$ cat src/rtl/prefix_addsub_pipe.sv
// prefix_addsub_pipe: pipelined Kogge-Stone adder/subtractor of any power-of-two
// width. Stage 0 forms bit propagate/generate. Each of the LEVELS prefix
// levels is registered. Sum and flags come combinationally from the last stage.
// A single global advance enable moves the whole pipe, or holds all of it.
module prefix_addsub_pipe #(
  parameter int WIDTH = 16,
  parameter int TAG_W = 4
) (
  input  logic             clk,
  input  logic             rst_n,
  input  logic             in_valid,
  output logic             in_ready,
  input  logic [WIDTH-1:0] a,
  input  logic [WIDTH-1:0] b,
  input  logic             cin,
  input  logic             sub,
  input  logic [TAG_W-1:0] tag_in,
  output logic             out_valid,
  input  logic             out_ready,
  output logic [WIDTH-1:0] sum,
  output logic             cout,
  output logic             ovf,
  output logic             zero,
  output logic [TAG_W-1:0] tag_out
);

  localparam int LEVELS = $clog2(WIDTH);

  // Stage k holds the operation after k prefix levels; stage 0 is capture.
  logic [LEVELS:0]                 vld;
  logic [LEVELS:0][WIDTH-1:0]      bp_s;   // bit-level propagate, needed for the final xor
  logic [LEVELS:0][WIDTH-1:0]      gg_s;   // group generate
  logic [LEVELS-1:0][WIDTH-1:0]    gp_s;   // group propagate, not needed after the last level
  logic [LEVELS:0]                 c0_s;
  logic [LEVELS:0]                 am_s;
  logic [LEVELS:0]                 bm_s;
  logic [LEVELS:0][TAG_W-1:0]      tag_s;

  logic             adv;
  logic [WIDTH-1:0] b_eff;
  logic             c0_in;
  logic [WIDTH-1:0] g_fold;
  logic [WIDTH-1:0] carry;

  // Prefix generate step: bit i combines with bit i-d. Bits below d receive zeros
  // from the shift, so they pass through unchanged.
  function automatic logic [WIDTH-1:0] prefix_g(input logic [WIDTH-1:0] g,
                                                input logic [WIDTH-1:0] pg,
                                                input int d);
    return g | (pg & (g << d));
  endfunction

  // Prefix propagate step: the low d bits are forced to pass through via the mask.
  function automatic logic [WIDTH-1:0] prefix_p(input logic [WIDTH-1:0] pg,
                                                input int d);
    return pg & ((pg << d) | ~({WIDTH{1'b1}} << d));
  endfunction

  assign adv      = ~vld[LEVELS] | out_ready;
  assign in_ready = adv;

  assign b_eff = sub ? ~b : b;
  assign c0_in = sub | cin;

  // Carry-in enters here once as part of G_0. It is not added again at the output.
  assign g_fold = {gg_s[0][WIDTH-1:1], gg_s[0][0] | (bp_s[0][0] & c0_s[0])};

  // Whole-pipe shift register. Bubbles advance as vld=0, and a stall holds every stage.
  always_ff @(posedge clk or negedge rst_n) begin
    if (!rst_n) begin
      vld   <= '0;
      bp_s  <= '0;
      gg_s  <= '0;
      gp_s  <= '0;
      c0_s  <= '0;
      am_s  <= '0;
      bm_s  <= '0;
      tag_s <= '0;
    end else if (adv) begin
      vld <= {vld[LEVELS-1:0], in_valid};
      // ---- stage 0: capture operands as propagate/generate ----
      bp_s[0]  <= a ^ b_eff;
      gp_s[0]  <= a ^ b_eff;
      gg_s[0]  <= a & b_eff;
      c0_s[0]  <= c0_in;
      am_s[0]  <= a[WIDTH-1];
      bm_s[0]  <= b_eff[WIDTH-1];
      tag_s[0] <= tag_in;
      // ---- stages 1..LEVELS: Kogge-Stone levels, distance 2^(k-1) ----
      gg_s[1] <= prefix_g(g_fold, gp_s[0], 1);
      for (int k = 2; k <= LEVELS; k++)
        gg_s[k] <= prefix_g(gg_s[k-1], gp_s[k-1], 1 << (k - 1));
      for (int k = 1; k < LEVELS; k++)
        gp_s[k] <= prefix_p(gp_s[k-1], 1 << (k - 1));
      for (int k = 1; k <= LEVELS; k++) begin
        bp_s[k]  <= bp_s[k-1];
        c0_s[k]  <= c0_s[k-1];
        am_s[k]  <= am_s[k-1];
        bm_s[k]  <= bm_s[k-1];
        tag_s[k] <= tag_s[k-1];
      end
    end
  end

  // ---- output: c_0 = c0, c_(i+1) = G_i ----
  assign carry     = {gg_s[LEVELS][WIDTH-2:0], c0_s[LEVELS]};
  assign sum       = bp_s[LEVELS] ^ carry;
  assign cout      = gg_s[LEVELS][WIDTH-1];
  // Same as c_W ^ c_(W-1): the operand signs agree but the result sign differs.
  assign ovf       = (am_s[LEVELS] ~^ bm_s[LEVELS]) & (am_s[LEVELS] ^ sum[WIDTH-1]);
  assign zero      = ~|sum;
  assign tag_out   = tag_s[LEVELS];
  assign out_valid = vld[LEVELS];

endmodule

$ cat config.mk
export PLATFORM = sky130hd
export DESIGN_NAME = prefix_addsub_pipe
export DESIGN_NICKNAME = d
export VERILOG_FILES = /design/src/rtl/prefix_addsub_pipe.sv
export SDC_FILE = /design/constraint.sdc
export NUM_CORES = 1
export LEC_CHECK = 0
export BUFFER_PORTS_ARGS = -buffer_cell sky130_fd_sc_hd__buf_2
export CORE_MARGIN = 2
export CORE_UTILIZATION = 32
export CTS_CLUSTER_DIAMETER = 80
export CTS_CLUSTER_SIZE = 28
export DETAILED_ROUTE_END_ITERATION = 6
export GPL_TIMING_DRIVEN = 0
export SETUP_SLACK_MARGIN = 0.05
export SLEW_MARGIN = 20
export SYNTH_ARGS = -nofsm -noshare
export SYNTH_HDL_FRONTEND = slang
export SYNTH_SLANG_ARGS = --single-unit
$ cat constraint.sdc
create_clock -name clk -period 1.9 [get_ports clk]
set_input_delay 0.57 -clock clk [delete_from_list [all_inputs] [get_ports clk]]
set_output_delay 0.57 -clock clk [all_outputs]
set_load 0.01 [all_outputs]
==> run summary, run 1 <==
Status -> finished with violations
Failing checks -> negative hold slack, negative setup slack
First-pass GRT wire length -> 36540 microns
Max Clk Rate -> 395.5 MHz
Layout cells sized above 1 -> 0.1376
CP max FO -> 2
Worst Hold Class -> in2async
Setup Viol. Count Final -> 4
# IOs -> 67
Post-detail-place hpwl -> 16630 microns
Synthesized cell area -> 0.009487 sq mm
VDD IR-drop max -> 0.5578 mV
Placed cell area -> 0.01036 sq mm
Seq. cell area -> 0.005859 sq mm
Die area -> 0.03104 sq mm
Gr usage total -> 0.1480
ANT cells -> 0
Distinct cells, synth -> 22
Met3 WL -> 1188 microns
Worst Skew -> 0.01933 ns
Clk sinks -> 234
Power, Total -> 16.84 mW
Post-route setup TNS -> -1.623 ns
# hold bufs at CTS -> 0
Relative slew slack -> 0.6307
Worst r2r path cells -> 8
Number of global-route vias before repair -> 6713
Flops & latches, synth -> 234
Worst Tran Pin Value -> 0.5539 ns
CTS tree -> yes
Largest net degree at the start of global routing -> 98
DRC viols -> 0
Met2 routed WL -> 9310 microns
Critical Path End Type -> output port
Crit path required time -> 1.33 ns
Initial Utilization -> 0.3227
Crit path cell chain -> xnor2_4, or4b_1, and4b_1, buf_2
Gr ovfl total -> 0
Yosys warns -> 0
Die W -> 176.2 microns
Initial antenna violation count -> 0
Hold_ws -> -0.00007466 ns
Register area share after synthesis -> 0.6173
CP max-delay cell -> dfrtp_2
Worst setup path class -> reg2out
Final slew viol count -> 0
Worst Slack Setup Final -> -0.6282 ns
GPL Wtd Cong -> 0.8274
RSZ-0062 raised after global routing -> true
Clk_lat worst skew -> 0.48 ns
Min Clock Period, post-route -> 2.528 ns
Buffers added on ports -> 65
Clock transition at the registers of the reported paths -> 0.11 ns
Nets -> 1202
Static leakage power -> 5.760 nW
H-tree depth -> 1
Top layer in use -> met4
Pwr per Cell Area -> 1532 mW/mm^2
Layout fillers -> 3038
CTS Buf Count -> 13
Vias -> 6945
DRT met1 WL -> 11520 microns
Routed WL per cell -> 14.60 microns
Critical Path AT -> 1.96 ns
Slowest cell delay on critical path -> 0.47 ns
Iteration-0 DRC Markers -> 598
Syn_nets -> 1109
Avg Vias per Cell -> 4.516
Core Region -> 0.02940 sq mm
Syn-to-layout area delta -> 15.87%
Syn_area_per_cell -> 9.026 sq um
Final Hold Violating Endpoints -> 1
Die Span Y -> 176.2 microns
Max Cap Viol -> 0
Drt pass-1 iters -> 5
Multi-input logic area -> 0.003463 sq mm
CTS max path bufs -> 3
WL final -> 22450 microns
Post-route cell area -> 0.01099 sq mm
Synthesized instance count -> 1051
CTS root buf -> clkbuf_16
Tcrit/Tclk final -> 1.331
Startpoint types -> flop
Antenna Nets Post-Route -> 0
Num rows -> 63
[metrics by stage]
| stage | instances | setup WS [ns] | hold slack, ns | util |
|---|---|---|---|---|
| 6_report | 1538 | -0.6282 | -0.00007466 | 0.3738 |
| 5_1_grt | 1538 | -0.7168 | 0.01993 | 0.3738 |
| 4_1_cts | 1532 | -0.6368 | 0.01509 | 0.3706 |
| 3_5_place_dp | 1508 | -0.5448 | 0.4554 | 0.3525 |
| 3_3_place_gp | 1506 | -3.885 | 0.4490 | 0.3503 |
| 2_1_floorplan | 1051 | -0.03421 | 0.2744 | - |
[cells by family (layout without fill, tap and decap cells)]
kind of cell | after synthesis | in the layout | synth area share
flops | 234 | 234 | 0.6173
fa+ha+maj | 16 | 16 | 0.02110
xor+xnor | 32 | 32 | 0.02954
compound gates | 100 | 100 | 0.05302
buf+inv | 59 | 156 | 0.03007
simple gates | 610 | 610 | 0.2490
[cell usage after synthesis]
library cell    n  area, sq um
inv_2           1        3.750
a21o_1          1        7.510
nor4_1          3        18.77
nand2b_1        1        6.260
nor2b_1         1        6.260
clkbuf_1       11        41.29
buf_4           4        30.03
a21oi_1        50        250.2
buf_2          39        195.2
nand3_1        35        175.2
buf_1           3        11.26
inv_1           1        3.750
nand2_1       560         2102
or4b_1          1        10.01
dfrtp_1       234         5856
and4b_1         1        10.01
or3_2           1        7.510
xnor2_1         1        8.760
ha_1           16        200.2
xor2_1         31        271.5
o21ai_0        49        245.2
nor2_1          7        26.28
[sequential cells by signal, summed over array words and instances (netlist names)]
signal	flops
vld	5
cout	1
am_s	5
carry	15
tag_out	4
bp_s	64
gg_s	49
tag_s	16
gp_s	50
c0_s	5
g_fold	15
bm_s	5
[cells in the final DEF (no fill, tap or decap), drive strengths merged]
cell type  Yosys  routed
nand2        560     560
dfrtp        234     234
buf           46     125
a21oi         50      50
o21ai         49      49
nand3         35      35
xor2          31      31
clkbuf        11      25
ha            16      16
nor2           7       7
inv            2       5
nor4           3       3
nor2b          1       1
xnor2          1       1
or3            1       1
or4b           1       1
and4b          1       1
a21o           1       1
nand2b         1       1
clkinv         0       1
[layer usage]
layer / up-vias / track usage
met3: 23 / 0.02347
met5: - / 0
li1: 3479 / -
met1: 3277 / 0.2293
met4: 0 / 0.03512
met2: 166 / 0.2162
[final cells by class]
cell class                      instances  area share
Sequential cell                       234      0.5331
Multi-Input combinational cell        758      0.3151
Timing Repair Buffer                   78     0.04485
Tap cell                              390     0.04439
Clock buffer                           15     0.03028
Buffer                                 57     0.02686
Clock inverter                          4    0.004553
Inverter                                2   0.0009106
[power breakdown]
group	switching (mW)	internal, mW	total, mW
Sequential	1.71	6.98	8.70
Combinational	3.09	2.07	5.17
Clock	1.66	1.32	2.98
[critical path, delay by kind of cell (launching register included)]
kind                      cells  cell delay (ns)
xor gates and xnor gates      1             0.21
buffers and inverters         1             0.12
DFF                           1             0.47
and+or+nand+nor               2             0.68
[timing repair]
| item | CTS | global route |
|---|---|---|
| buffers inserted | 5 | 6 |
| pin swaps | 9 | 5 |
| endpoints found under the setup margin | 16 | 19 |
| hold endpoints to repair | 0 | 0 |
| resized for setup | 22 | 10 |
[worst paths after layout]
| kind | startpoint | endpoint | slack, ns |
|---|---|---|---|
| max in group asynchronous | rst_n | g_fold[15] | 1.05 |
| worst min-delay path | rst_n | carry[3] | -0.00007 |
| min in group clk | tag_in[1] | tag_s[1] | 0.30 |
| worst max register to register | vld[4] | gg_s[50] | 0.21 |
| worst max-delay path | bp_s[79] | zero | -0.63 |
| worst min register to register | bp_s[31] | bp_s[47] | 0.46 |
Note: power is estimated with default switching activity, not from simulation.
==> inputs of run 2 (changes only) <==
Settings changed: ABC_AREA set to 0, BUFFER_PORTS_ARGS -buffer_cell sky130_fd_sc_hd__buf_2 to unset, DONT_BUFFER_PORTS set to 1.
==> run summary, run 2 (synthesis results as in run 1) <==
First-pass GRT wire length -> 36280 microns (-0.72%)
Crit Reg-Reg Startpoint -> vld[4]
First element of the critical path -> carry[15]
Final Util -> 0.3618 (-0.01200)
Core Region -> 0.02940 sq mm (unchanged)
# IOs -> 67 (unchanged)
Relative slew slack -> 0.6305 (about the same)
Hold_ws -> -0.2035 ns (-0.2034 ns)
Multi-input logic area -> 0.003487 sq mm (+0.69%)
Layout cells sized above 1 -> 0.08627 (-0.05136)
GPL Wtd Cong -> 0.8056 (-2.6%)
CP max FO -> 2 (unchanged)
Die W -> 176.2 microns (unchanged)
Vias -> 6755 (-2.7%)
CTS Buf Count -> 13 (unchanged)
Startpoint types -> flop
Crit path to -> zero
Worst setup path class -> reg2out
ANT cells -> 0 (unchanged)
Routed WL per cell -> 15.28 microns (+4.7%)
Placed cell area -> 0.009975 sq mm (-3.8%)
Failing checks -> negative hold slack, negative setup slack
Commonest non-fill, non-tap cell in the layout -> nand2_1
Iteration-0 DRC Markers -> 621 (+3.8%)
CTS max path bufs -> 3 (unchanged)
CTS tree -> yes
Tcrit/Tclk final -> 1.325 (-0.005845)
Die Span Y -> 176.2 microns (unchanged)
Flop2flop setup slack -> 0.16 ns (-0.05 ns)
Critical Path End Type -> output port
Post-detail-place hpwl -> 16170 microns (-2.7%)
CTS root buf -> clkbuf_16
Drt pass-1 iters -> 4 (-1)
Antenna Nets Post-Route -> 0 (unchanged)
Most flops, register -> bp_s
CP max-delay cell -> dfrtp_2
Avg Vias per Cell -> 4.601 (+1.9%)
Commonest non-fill, non-tap cells in the layout -> 559 x nand2_1, 232 x dfrtp_1, 50 x a21oi_1, 49 x o21ai_0, 34 x nand3_1
Min Clock Period, post-route -> 2.517 ns (-0.01111 ns)
Status -> finished with violations
DRC viols -> 0 (unchanged)
Worst Slack Setup Final -> -0.6170 ns (+0.01111 ns)
Initial antenna violation count -> 0 (unchanged)
Post-route cell area -> 0.01064 sq mm (-3.2%)
Gr ovfl total -> 0 (unchanged)
Worst Tran Pin Value -> 0.5542 ns (+0.0002425 ns)
Static leakage power -> 5.469 nW (-5.1%)
Final Hold Violating Endpoints -> 234 (+233)
Top delay family on crit path -> simple AND/OR/NAND/NOR gates
Clk_lat worst skew -> 0.48 ns (about the same)
Number of global-route vias before repair -> 6567 (-2.2%)
Largest net degree at the start of global routing -> 235 (+140%)
CP bufs+invs -> 0 (-1)
Crit path cell chain -> xnor2_4, or4b_1, and4b_2
Largest regs -> bp_s (64), gp_s (50), gg_s (49)
Die area -> 0.03104 sq mm (unchanged)
Worst R2R End -> bp_s[24]
Seq. cell area -> 0.005858 sq mm (about the same)
Nets -> 1132 (-5.8%)
Worst Skew -> 0.02416 ns (+0.004832 ns)
Crit path required time -> 1.33 ns (about the same)
Largest register FFs -> 64 (unchanged)
Pwr per Cell Area -> 1548 mW/mm^2 (+1.0%)
VDD IR-drop max -> 0.7250 mV (+30%)
Initial Utilization -> 0.3227 (unchanged)
Gr usage total -> 0.1487 (+0.0007343)
Clock transition at the registers of the reported paths -> 0.10 ns (about the same)
Syn-to-layout area delta -> 12.15%
Slowest cell delay on critical path -> 0.48 ns (about the same)
Layout fillers -> 3033 (-0.16%)
Critical Path AT -> 1.95 ns (about the same)
Setup Slack @ Placement -> -0.5134 ns (+0.03133 ns)
Worst r2r path cells -> 9 (+1)
Max Cap Viol -> 0 (unchanged)
Clk sinks -> 234 (unchanged)
Max Clk Rate -> 397.3 MHz (+0.44%)
H-tree depth -> 1 (unchanged)
Cell count along the critical path -> 3 (-1)
Final slew viol count -> 0 (unchanged)
Num rows -> 63 (unchanged)
WL final -> 22430 microns (about the same)
Setup Viol. Count Final -> 4 (unchanged)
Worst Hold Class -> in2async
Buffers added on ports -> 0 (-100%)
RSZ-0062 raised after global routing -> true
==> run 2: changes by cell type in the layout (fill, tap and decap cells not counted), sizes merged <==
cell,before,now
inv,5,4
clkinv,1,2
clkbuf,25,29
buf,125,51
==> run 2: how the worst min path moves through the flow <==
stage	end	slack, ns	cells after the start
2_1_floorplan	am_s[0]	0.27	0
3_3_place_gp	carry[5]	0.30	0
3_5_place_dp	carry[3]	0.29	0
4_1_cts	bp_s[69]	-0.23	0
5_1_grt	vld[4]	-0.23	0
6_report	carry[3]	-0.20	0
==> run 2: repair_timing <==
item                                   in CTS  in global routing
pin swaps                                   3                  2
setup endpoints to repair                  10                 30
endpoints found under the hold margin     234                234
gates cloned                                1                  0
setup buffers                               4                  3
resized for setup                          29                 19
==> run 2: worst reg2reg max path: cells and delay by family, from the launching register on <==
family / cells / cell delay, ns
flops: 1 / 0.43
buf+inv: 6 / 0.93
simple gates: 3 / 0.32
==> run 2: report_power, final <==
part	total, mW	internal [mW]	switching [mW]
combinational	4.71	1.80	2.92
clock	3.02	1.32	1.70
sequential	8.73	6.98	1.76
==> run 2: per-stage QoR <==
stage	hold WS (ns)	power (mW)	cells	TNS, ns
after floorplan	0.2744	11.34	1051	-0.03421
after global placement	0.2960	12.87	1441	-0.7341
after detailed placement	0.2947	13.03	1441	-0.8735
after CTS	-0.2273	16.45	1465	-1.322
after global routing	-0.2293	17.67	1468	-1.682
final	-0.2035	16.47	1468	-1.511
==> run 2: area by class of cell <==
type	count	share of cell area
Clock inverter	4	0.005527
Multi-Input combinational cell	758	0.3278
Buffer	57	0.02999
Tap cell	390	0.04587
Timing Repair Buffer	8	0.007292
Clock buffer	15	0.03128
Sequential cell	234	0.5506
Inverter	2	0.001646
==> run 2: layer usage <==
layer,GRT usage,part of all wire,up-vias
met3,0.02799,0.055,25
met5,0,0,-
met2,0.2149,0.42,177
met1,0.2263,0.50,3218
met4,0.04339,0.025,0
li1,-,-,3335
